$ cat src/rtl/mem_arbiter_pkg.sv
// ============================================================================
// mem_arbiter_pkg : shared arbiter states and memory-port dimensions
// Revision 1.0
// ============================================================================
`default_nettype none

package mem_arbiter_pkg;

  localparam int c_addr_w     = 16;
  localparam int c_data_w     = 16;
  localparam int c_fill_words = 8;
  localparam int c_cnt_w      = 4;

  typedef enum logic [1:0] {
    IDLE   = 2'd0,
    I_FILL = 2'd1,
    D_FILL = 2'd2,
    D_WR   = 2'd3
  } arb_state_t;

endpackage

`default_nettype wire

$ cat src/rtl/mem_arb_beat_counter.sv
// ============================================================================
// mem_arb_beat_counter : counts read beats of one block fill, flags last beat
// Revision 1.0
// ============================================================================
`default_nettype none

module mem_arb_beat_counter
  import mem_arbiter_pkg::*;
#(
  parameter int FILL_WORDS = c_fill_words,
  parameter int CNT_W      = c_cnt_w
) (
  input  logic clk,
  input  logic rst,
  input  logic clr,
  input  logic inc,
  output logic done
);

  localparam logic [CNT_W-1:0] c_last = CNT_W'(FILL_WORDS - 1);

  logic [CNT_W-1:0] r_count;

  assign done = inc && (r_count == c_last);

  always_ff @(posedge clk) begin
    if (!rst || clr || done) begin
      r_count <= '0;
    end else if (inc) begin
      r_count <= r_count + 1'b1;
    end
  end

endmodule

`default_nettype wire

$ cat src/rtl/mem_arbiter.sv
// ============================================================================
// mem_arbiter : shares the main-memory port between I-cache and D-cache
// Optional macro MEM_ARB_FAIR_EN: round-robin between competing fills.
// Revision 1.0
// ============================================================================
`default_nettype none

module mem_arbiter
  import mem_arbiter_pkg::*;
#(
  parameter int ADDR_W     = c_addr_w,
  parameter int DATA_W     = c_data_w,
  parameter int FILL_WORDS = c_fill_words,
  parameter int CNT_W      = c_cnt_w
) (
  input  logic              clk,
  input  logic              rst,
  input  logic              i_mem_read,
  input  logic [ADDR_W-1:0] i_mem_addr,
  input  logic              d_mem_read,
  input  logic              d_mem_write,
  input  logic [ADDR_W-1:0] d_mem_addr,
  input  logic [DATA_W-1:0] d_mem_wdata,
  input  logic              mem_data_valid,
  input  logic [DATA_W-1:0] mem_rdata,
  output logic              mem_enable,
  output logic              mem_wr,
  output logic [ADDR_W-1:0] mem_addr,
  output logic [DATA_W-1:0] mem_wdata,
  output logic              i_grant,
  output logic              d_grant,
  output logic              i_data_valid,
  output logic              d_data_valid,
  output logic [DATA_W-1:0] rdata_out
);

  arb_state_t r_state;
  logic       w_beat;
  logic       w_done;
  logic       w_pick_d;
  logic       w_start_d;
  logic       w_start_i;

  // Beats only count while a fill owns the port; stragglers in IDLE are ignored.
  assign w_beat = mem_data_valid && ((r_state == I_FILL) || (r_state == D_FILL));

  mem_arb_beat_counter #(
    .FILL_WORDS (FILL_WORDS),
    .CNT_W      (CNT_W)
  ) u_beat_counter (
    .clk  (clk),
    .rst  (rst),
    .clr  (r_state == IDLE),
    .inc  (w_beat),
    .done (w_done)
  );

`ifdef MEM_ARB_FAIR_EN
  logic r_last_d;

  // With both fills pending, the requester that did not own the last fill wins.
  assign w_pick_d = d_mem_read && !(i_mem_read && r_last_d);

  always_ff @(posedge clk) begin
    if (!rst) begin
      r_last_d <= 1'b0;
    end else if (w_start_d) begin
      r_last_d <= 1'b1;
    end else if (w_start_i) begin
      r_last_d <= 1'b0;
    end
  end
`else
  assign w_pick_d = d_mem_read;
`endif

  assign w_start_d = ((r_state == IDLE) && !d_mem_write && w_pick_d)
                   || ((r_state == D_WR) && d_mem_read);
  assign w_start_i = ((r_state == IDLE) && !d_mem_write && !w_pick_d && i_mem_read)
                   || ((r_state == D_WR) && !d_mem_read && i_mem_read);

  always_ff @(posedge clk) begin
    if (!rst) begin
      r_state <= IDLE;
    end else begin
      unique case (r_state)
        IDLE: begin
          if (d_mem_write)    r_state <= D_WR;
          else if (w_start_d) r_state <= D_FILL;
          else if (w_start_i) r_state <= I_FILL;
        end
        D_WR: begin
          if (w_start_d)      r_state <= D_FILL;
          else if (w_start_i) r_state <= I_FILL;
          else                r_state <= IDLE;
        end
        I_FILL, D_FILL: begin
          if (w_done) r_state <= IDLE;
        end
        default: r_state <= IDLE;
      endcase
    end
  end

  // Grant is held for the whole fill even if the owner drops its request.
  always_comb begin
    i_grant      = 1'b0;
    d_grant      = 1'b0;
    mem_enable   = 1'b0;
    mem_wr       = 1'b0;
    mem_addr     = '0;
    mem_wdata    = '0;
    i_data_valid = 1'b0;
    d_data_valid = 1'b0;
    unique case (r_state)
      I_FILL: begin
        i_grant      = 1'b1;
        mem_enable   = i_mem_read;
        mem_addr     = i_mem_addr;
        i_data_valid = mem_data_valid;
      end
      D_FILL: begin
        d_grant      = 1'b1;
        mem_enable   = d_mem_read;
        mem_addr     = d_mem_addr;
        d_data_valid = mem_data_valid;
      end
      D_WR: begin
        d_grant    = 1'b1;
        mem_enable = 1'b1;
        mem_wr     = 1'b1;
        mem_addr   = d_mem_addr;
        mem_wdata  = d_mem_wdata;
      end
      default: ;
    endcase
  end

  assign rdata_out = mem_rdata;

endmodule

`default_nettype wire

$ cat config.mk
export PLATFORM = sky130hd
export DESIGN_NAME = mem_arbiter
export DESIGN_NICKNAME = d
export VERILOG_FILES = /design/src/rtl/mem_arbiter_pkg.sv /design/src/rtl/mem_arb_beat_counter.sv /design/src/rtl/mem_arbiter.sv
export SDC_FILE = /design/constraint.sdc
export NUM_CORES = 1
export LEC_CHECK = 0
export BUFFER_PORTS_ARGS = -buffer_cell sky130_fd_sc_hd__buf_2
export CORE_UTILIZATION = 32
export CTS_CLUSTER_SIZE = 25
export DETAILED_ROUTE_END_ITERATION = 8
export GPL_TIMING_DRIVEN = 0
export HOLD_SLACK_MARGIN = 0.05
export PLACE_DENSITY = 0.88
export SYNTH_ARGS = -nofsm -noshare
export SYNTH_HDL_FRONTEND = slang
export SYNTH_SLANG_ARGS = --single-unit
$ cat constraint.sdc
create_clock -name clk -period 3.9 [get_ports clk]
set_input_delay 0.78 -clock clk [delete_from_list [all_inputs] [get_ports clk]]
set_output_delay 0.78 -clock clk [all_outputs]
set_load 0.01 [all_outputs]
==> metrics, run 1 <==
largest cells by area after synthesis dfxtp_1 14%, a22oi_1 14%, buf_4 14%; Synth Area in Adders 8.68%; Int Pwr 0.302 mW; CP delay by family, top buffers and inverters; Total GRT Usage 16.9%; post-DR vias/cell roughly 4.6; area leader, netlist dfxtp_1; multiplexer area fraction after synthesis 1.16%; clk sinks 6; Worst EP required 3.12 ns; floorplan die width 54.0 um; synthesized area 865 um^2; Gate Count Post-Synth 122; Ports 124; cell breakdown of the critical path inv_1 -> ha_1 -> or2_2 -> buf_2 -> buf_2 -> a22oi_1 -> nor2_1 -> buf_2; fill count 260; arrival time worst endpoint 1.96 ns; drt first pass iters 4; Routed WL per cell about 10 um; TritonCTS Buffers 3; Switching Share ~47%; sequential area share after synthesis 13.9%; share of cells above drive strength 1 approximately 57%; final net count 310; Slew Limit Headroom 73.4%; number of enable flip-flop cells after synthesis 0; Synth Area in Simple Gates about a third; Core ar. 2520 um^2; Hold Vio Cnt, Final 0; synthesized area per cell 7.09 um^2; Worst setup EP type output pin; CTS HTree Levels 1; cell leakage power 0.868 nW; Antenna Violating Nets Remaining 0; Slowest-stage cell, CP dfxtp_1; Clock transition at path regs about 0.050 ns; max incr delay on CP 0.37 ns; # rows 18; Switch Pwr 0.273 mW; final core utilization 57.9%; final RePlAce weighted congestion 0.816; skew final between 0.003 and 0.004 ns; Critical Path Fanout Max 10; Flop pwr share 14.1%; top-area cell type share of the netlist area 13.9%; fraction of registers with async set/reset 0%; Max clock buf depth 2; post-CTS setup buffers 0; Max VDD drop 281 uV; first-pass GRT wire length 3650 um; PD cells 394 nW/um^2; XOR/XNOR Fraction of Synth Area under 10%; Buf+Inv Stages, Crit Path 4; max-cap violations 0; CP dominant cell by count buf_2; Slew Limit Fails 0; Hold Slack 0.479 ns; detailed placement HPWL 2340 um; final wirelength 2750 um; Clock Latency Late Sink 0.25 ns; Tmin final around 2.7 ns; Distinct cells, synth 30; initial antenna violation count 0; vias around 1200; Tightest Hold Check Type flop to flop; hold buffer count at CTS 0; Main synth FF type dfxtp_1; vias in the first global route 912; Worst setup SP type flop; Syn. warnings 0; Crit Path Category flop to output pin; Clock Power Share 10.0%; Layout area overhead 68.9%; post_cts resized 0; CTS tree built; DR iter-0 viols 15; RSZ-0062 raised after global routing no; Setup TNS 0 ns; DIE AREA around 2900 um^2; Synth Area in Compound Gates 23.7%; Synth Net Count 198; final period utilization 70.2%; detailed-route DRC error count 0; combinational share of power between 70% and 80%; PortBufs 107; Congestion Overflow GR 0; largest net degree at the start of global routing 11; # diodes 0; slew of the pin with the lowest slew margin approximately 0.39 ns; Starting Density between 30% and 40%; outcome finished clean; Root Buffer clkbuf_4; Fmax around 370 MHz; Yosys reg bits 6; die height 54.0 um; main combinational cell family by area after synthesis simple AND/OR/NAND/NOR gates; Finish-stage setup viols 0
## synthesized netlist by cell type, drive strengths merged, types with 2 or more instances
master	number
nand3	2
a221oi	2
nor2	18
dfxtp	6
o21ai	2
a21oi	5
ha	6
and2	18
a22oi	16
clkbuf	5
buf	19
inv	3
nand2	4
## kinds of logic after synthesis
family                   Yosys count
adder cells (fa/ha/maj)            6
flip-flops                         6
AND/OR/NAND/NOR                   52
XOR/XNOR                           1
buffers and inverters             27
multiplexers                       1
AO/OA/AOI/OAI                     29
## tightest hold or removal path: cells and delay by family, from the launching register on
family / cells / cell delay, ns
AO/OA/AOI/OAI: 1 / 0.05
AND/OR/NAND/NOR: 1 / 0.06
flip-flops: 1 / 0.32
## flip-flops by register name (all words and copies together), names as in the netlist
register and flops:
u_beat_counter.r_count 4, r_state 2
## area by class of cell
| cell class | count | area [um^2] | area share (%) |
|---|---|---|---|
| multi-input cells | 89 | 579 | 39.7 |
| repair buffers | 107 | 536 | 36.7 |
| plain buffers | 24 | 154 | 10.5 |
| flip-flops and latches | 6 | 120 | 8.23 |
| well taps | 30 | 37.5 | 2.57 |
| clock buffers | 3 | 22.5 | 1.54 |
| inverters | 3 | 11.3 | 0.771 |
## per-stage QoR
| stage | std cells | setup WS, ns | power [mW] | cell area (um^2) |
|---|---|---|---|---|
| 2_1_floorplan | 122 | 1.66 | 0.373 | 865 |
| 3_3_place_gp | 259 | 1.44 | 0.512 | 1440 |
| 3_5_place_dp | 259 | 1.41 | 0.520 | 1440 |
| 4_1_cts | 262 | 1.14 | 0.581 | 1460 |
| 5_1_grt | 262 | 1.04 | 0.637 | 1460 |
| 6_report | 262 | 1.16 | 0.575 | 1460 |
## metal layers
metal / wire [um] / GRT usage, % / vias up
met4: 7 / 2.56 / 0
met2: 1400 / 31.7 / 58
met5: 0 / 0 / -
met1: 1050 / 18.7 / 517
li1: - / - / 628
met3: 293 / 5.08 / 2
## cell usage in the layout (no fill, tap or decap), types with 2 or more instances in the layout
cell        n
dfxtp_1     6
inv_1       3
buf_2     110
nand3_1     2
a221oi_1    2
and2_1     18
a22oi_1    16
nor2_1     18
buf_4      16
ha_1        6
nand2_1     4
clkbuf_4    3
clkbuf_1    5
o21ai_0     2
a21oi_1     5
## final timing paths
kind                                                start                        end  slack, ns  cells after the start
worst max-delay path                           r_state[0]                mem_addr[7]       1.16                      8
worst min-delay path            u_beat_counter.r_count[1]  u_beat_counter.r_count[1]       0.48                      2
worst max register to register                 r_state[0]  u_beat_counter.r_count[3]       2.28                      5
worst min register to register  u_beat_counter.r_count[1]  u_beat_counter.r_count[1]       0.48                      2
## power by group through the flow
stage / combinational [mW] / clock (mW) / sequential, mW
after floorplan: 0.293 / 0 / 0.0804
after global placement: 0.430 / 0 / 0.0817
after detailed placement: 0.438 / 0 / 0.0822
after global routing: 0.493 / 0.0616 / 0.0821
final: 0.436 / 0.0576 / 0.0811
after CTS: 0.440 / 0.0605 / 0.0811
No activity file was read; power rests on OpenSTA's default activity.
==> run 2: changes to the inputs <==
Settings changed: ABC_AREA set to 1, CORE_UTILIZATION 32 to 29, PLACE_DENSITY 0.88 to 0.81.
Clock period 3.9 ns to 2.5 ns, I/O delays scaled along.
==> run 2 against run 1 <==
Routed wire length shrank 0.15%. Cell area grew 7.2%. Core utilization shrank 7.0 points. Via count grew 10%. Global-route usage shrank 2.9 points. Total power grew 93%. Critical path depth is the same. Setup slack lost 0.90 ns. Largest power group unchanged. Highest routed layer unchanged.
==> metrics, run 2 <==
outcome finished clean; Worst EP required 2.00 ns; hold buffer count at CTS 0; Slew Limit Fails 0; Yosys reg bits 6; Routed WL per cell 8.34 um; Max VDD drop roughly 450 uV; Switching Share 51.9%; Main synth FF type dfxtp_1; Congestion Overflow GR 0; Clock Latency Late Sink 0.24 ns; vias ~1300; Setup TNS 0 ns; synthesized area per cell 5.44 um^2; combinational share of power 80.3%; largest reg by FF count u_beat_counter.r_count; final period utilization 89.4%; DR iter-0 viols 45; # rows 20; Fmax around 450 MHz; most common cell after layout, fill and taps aside buf_2; synthesized area approximately 950 um^2; arrival time worst endpoint 1.74 ns; Distinct cells, synth 23; biggest regs u_beat_counter.r_count x4, r_state x2; PortBufs ~110; DIE AREA about 3500 um^2; Ports 124; vias in the first global route 1016; post_cts resized 0; Gate Count Post-Synth 175; max FFs per register 4; Switch Pwr 0.575 mW; post-CTS setup buffers 0; Clock Power Share 7.9%; largest net degree at the start of global routing 11; Root Buffer clkbuf_4; Setup WS pre-CTS 0.504 ns; Pwr Total about 1.1 mW; detailed-route DRC error count 0; worst r2r path cells 9; Flop pwr share 11.8%; drt first pass iters 4; floorplan die width 59.3 um; # diodes 0; number of enable flip-flop cells after synthesis 0; slew of the pin with the lowest slew margin 0.409 ns; die height 59.3 um; Finished Layout Cells 329; initial antenna violation count 0; Starting Density 30.9%; final non-filler cell area 1570 um^2; PD cells 708 nW/um^2; first-pass GRT wire length 3940 um; max-cap violations 0; area leader, netlist nand2_1; top-area cell type share of the netlist area around a quarter; WHS Endpoint u_beat_counter.r_count[1]; Slowest-stage cell, CP dfxtp_1; Synth Net Count 251; Area after DPL 1540 um^2; CTS HTree Levels 1; sequential area share after synthesis 12.6%; Hold Slack between 0.4 and 0.5 ns; fraction of registers with async set/reset 0%; Worst setup EP type output pin; Tightest Hold Check Type flop to flop; RR Endpoint r_state[0]; Core ar. about 3000 um^2; Post-synth top cells 67 x nand2_1, 28 x inv_1, 20 x a21oi_1, 17 x buf_4, 7 x nor2_1; largest cells by area after synthesis nand2_1 26%, buf_4 13%, dfxtp_1 13%; Syn. warnings 0; Worst setup SP type flop; final wirelength 2740 um; Hold Startpoint u_beat_counter.r_count[1]; r2r setup slk 1.00 ns; Hold Vio Cnt, Final 0; max incr delay on CP 0.37 ns; CTS tree built; share of cells above drive strength 1 48.8%; reg2reg start r_state[0]; Layout area overhead 64.4%; most numerous cell in the Yosys netlist nand2_1; final RePlAce weighted congestion 0.726; Clock transition at path regs 0.04 ns; Antenna Violating Nets Remaining 0; Placed Instances 326; Crit Path Category flop to output pin; Critical Path Fanout Max 10; Max clock buf depth 2; TritonCTS Buffers 3; Hold Crit Depth 2; cell leakage power 1.08 nW; most frequent cells in the layout 112 x buf_2, 67 x nand2_1, 28 x inv_1, 20 x a21oi_1, 17 x buf_4; clk sinks 6; detailed placement HPWL roughly 2400 um; Slew Limit Headroom between 70 and 80%; Int Pwr 0.533 mW; final core utilization about half; RSZ-0062 raised after global routing no; Tmin final 2.24 ns; skew final between 0.002 and 0.003 ns; final net count around 360; setup ws final 0.265 ns; Total GRT Usage 14.0%; Finish-stage setup viols 0; post-DR vias/cell 4.04; cell breakdown of the critical path inv_1 -> ha_1 -> or2_1 -> buf_4 -> buf_6 -> nand2_1 -> a21oi_1 -> buf_2
run 2: changes by cell type in the layout (fill, tap and decap cells not counted), moves of 5 or more:
cell / before / now
and2_1: 18 / 0
a21oi_1: 5 / 20
nand2_1: 4 / 67
nor2_1: 18 / 7
clkbuf_1: 5 / 0
inv_1: 3 / 28
a22oi_1: 16 / 0
run 2: logic make-up after synthesis:
family,after synthesis,share of synthesized area [%]
adder cells (fa/ha/maj),6,7.88
flip-flops,6,12.6
buffers and inverters,54,29.6
AO/OA/AOI/OAI,24,13.1
AND/OR/NAND/NOR,85,36.8
run 2: cell type report:
cell class	count	area [um^2]
plain buffers	24	168
clock buffers	3	22.5
fillers	318	1510
inverters	30	114
multi-input cells	115	551
flip-flops and latches	6	120
well taps	44	55.1
repair buffers	107	536
run 2: routing by layer:
layer	vias to the layer above	track usage, %	part of all wire, %
li1	731	-	-
met4	0	2.04	0.29
met3	2	2.62	6.4
met1	554	16.4	43
met2	42	26.5	50
met5	-	0	0
run 2: how the worst max path moves through the flow:
stage | startpoint | endpoint | slack, ns | depth (start not counted)
after detailed placement | r_state[0] | mem_addr[3] | 0.50 | 8
after global placement | r_state[0] | mem_addr[3] | 0.52 | 8
after CTS | r_state[0] | mem_addr[3] | 0.23 | 8
after floorplan | r_state[1] | mem_addr[0] | 0.73 | 6
after global routing | r_state[0] | mem_addr[13] | 0.12 | 8
final | r_state[0] | mem_addr[3] | 0.26 | 8
run 2: critical path, delay by kind of cell (launching register included):
| family | cells | cell delay [ns] |
|---|---|---|
| DFF | 1 | 0.37 |
| and+or+nand+nor | 2 | 0.26 |
| buffers and inverters | 4 | 0.56 |
| adders and majority gates | 1 | 0.24 |
| AOI/OAI and AO/OA | 1 | 0.05 |
run 2: power by group through the flow:
stage | combinational (mW) | sequential [mW] | clock [mW]
after floorplan | 0.612 | 0.130 | 0
after global placement | 0.900 | 0.132 | 0
after detailed placement | 0.903 | 0.134 | 0
after CTS | 0.907 | 0.132 | 0.0923
after global routing | 1.01 | 0.135 | 0.0984
final | 0.889 | 0.131 | 0.0871
==> run 3: changes to the inputs <==
Settings changed: ABC_AREA 1 to unset, CORE_UTILIZATION 29 to 27, CTS_CLUSTER_DIAMETER set to 100, PLACE_DENSITY 0.81 to 0.79.
==> run 3 against run 2 <==
Global-route usage rose by 1.6 points. Setup slack got worse by 0.16 ns. Core utilization fell by 2.3 points. Register-to-register slack got worse by 0.12 ns. Critical path depth did not move. Clock skew barely moved. Highest routed layer is now met3. Routed wire length rose by 4.9%. Cell area fell by 5.4%. Total power fell by 18%.
==> metrics, run 3 (same netlist as run 1, synthesis figures left out) <==
TritonCTS Buffers 3; share of cells above drive strength 1 58.2%; max incr delay on CP 0.35 ns; Clock transition at path regs 0.05 ns; hold buffer count at CTS 0; # diodes 0; Fmax 417 MHz; CTS HTree Levels 1; CP delay by family, top buffers and inverters; vias in the first global route 1007; floorplan die width 58.6 um; Layout area overhead 71.3%; die height 58.6 um; Clock Latency Late Sink 0.24 ns; PortBufs 107; Finish-stage setup viols 0; detailed-route DRC error count 0; drt first pass iters 4; CTS tree built; biggest regs u_beat_counter.r_count x4, r_state x2; largest net degree at the start of global routing 11; Worst setup SP type flop; Total GRT Usage 15.6%; Buf+Inv Stages, Crit Path 4; Ports 124; most common cell after layout, fill and taps aside buf_2; DR iter-0 viols 41; PD cells 611 nW/um^2; # rows 20; clk sinks 6; Tmin final 2.40 ns; DIE AREA around 3400 um^2; Antenna Violating Nets Remaining 0; arrival time worst endpoint around 1.9 ns; CP dominant cell by count buf_2; post_cts resized 0; Crit Path Category flop to output pin; cell leakage power 0.875 nW; final net count between 300 and 400; fill count about 320; outcome finished clean; post-CTS setup buffers 0; Tightest Hold Check Type flop to flop; Slowest-stage cell, CP dfxtp_2; Starting Density 28.3%; max-cap violations 0; detailed placement HPWL ~2400 um; initial antenna violation count 0; skew final roughly 0.0027 ns; Worst EP required around 2.0 ns; max FFs per register 4; post-DR vias/cell 4.29; Critical Path Fanout Max 10; Routed WL per cell 10.4 um; first-pass GRT wire length 4290 um; slew of the pin with the lowest slew margin 0.420 ns; final period utilization ~96%; Slew Limit Fails 0; final RePlAce weighted congestion 0.757; Worst setup EP type output pin; most frequent cells in the layout 110 x buf_2, 18 x nor2_1, 18 x and2_1, 16 x a22oi_1, 16 x buf_4; Max clock buf depth 2; Slew Limit Headroom 72.0%; Core ar. 3050 um^2; largest reg by FF count u_beat_counter.r_count; Congestion Overflow GR 0; Max VDD drop 206 uV; RSZ-0062 raised after global routing yes; Hold Vio Cnt, Final 0; vias 1183; Root Buffer clkbuf_4; Pwr Total 0.906 mW; final wirelength about 2900 um; Setup TNS 0 ns; cell breakdown of the critical path inv_1 -> ha_1 -> or2_2 -> buf_2 -> buf_2 -> a22oi_1 -> nor2_1 -> buf_2
run 3: area by class of cell:
cell class              instances  area (um^2)  share of cell area, %
multi-input cells              89          579                   39.1
repair buffers                107          536                   36.1
well taps                      44         55.1                   3.72
clock buffers                   3         22.5                   1.52
plain buffers                  24          156                   10.6
inverters                       3         11.3                  0.760
flip-flops and latches          6          121                   8.19
run 3: per-stage QoR:
step           instances  instance area [um^2]  hold WS [ns]  worst slack (ns)  utilization [%]
3_5_place_dp         273                  1460         0.471             0.288             47.7
4_1_cts              276                  1480         0.475            0.0210             48.4
3_3_place_gp         273                  1460         0.462             0.294             47.7
2_1_floorplan        122                   865         0.449             0.542                -
5_1_grt              276                  1480         0.500          -0.00463             48.5
6_report             276                  1480         0.471             0.104             48.5
run 3: power breakdown:
part	internal, mW	leakage, nW	switching [mW]	total, mW
Sequential	0.113	0.0491	0.0151	0.128
Clock	0.0543	0.0138	0.0345	0.0888
Combinational	0.309	0.812	0.380	0.689
Total	0.476	0.875	0.429	0.906
run 3: tightest hold or removal path, stage by stage, from the launching register on:
cell     delay (ns)
dfxtp_1        0.32
nand2_1        0.06
a21oi_1        0.05
run 3: final timing paths:
| kind | from | endpoint | slack, ns | depth (start not counted) |
|---|---|---|---|---|
| setup / recovery | r_state[0] | mem_addr[3] | 0.10 | 8 |
| hold / removal | u_beat_counter.r_count[1] | u_beat_counter.r_count[1] | 0.47 | 2 |
| setup reg to reg | r_state[1] | u_beat_counter.r_count[3] | 0.88 | 5 |
| hold reg to reg | u_beat_counter.r_count[1] | u_beat_counter.r_count[1] | 0.47 | 2 |
run 3: routing by layer:
metal	wire length [um]	global-route usage (%)	part of all wire, %	up-vias
met5	0	0	0	-
met4	0	4.08	0	0
met3	184	1.76	6.4	0
met2	1450	28.6	50	42
met1	1250	19.1	43	516
li1	-	-	-	625
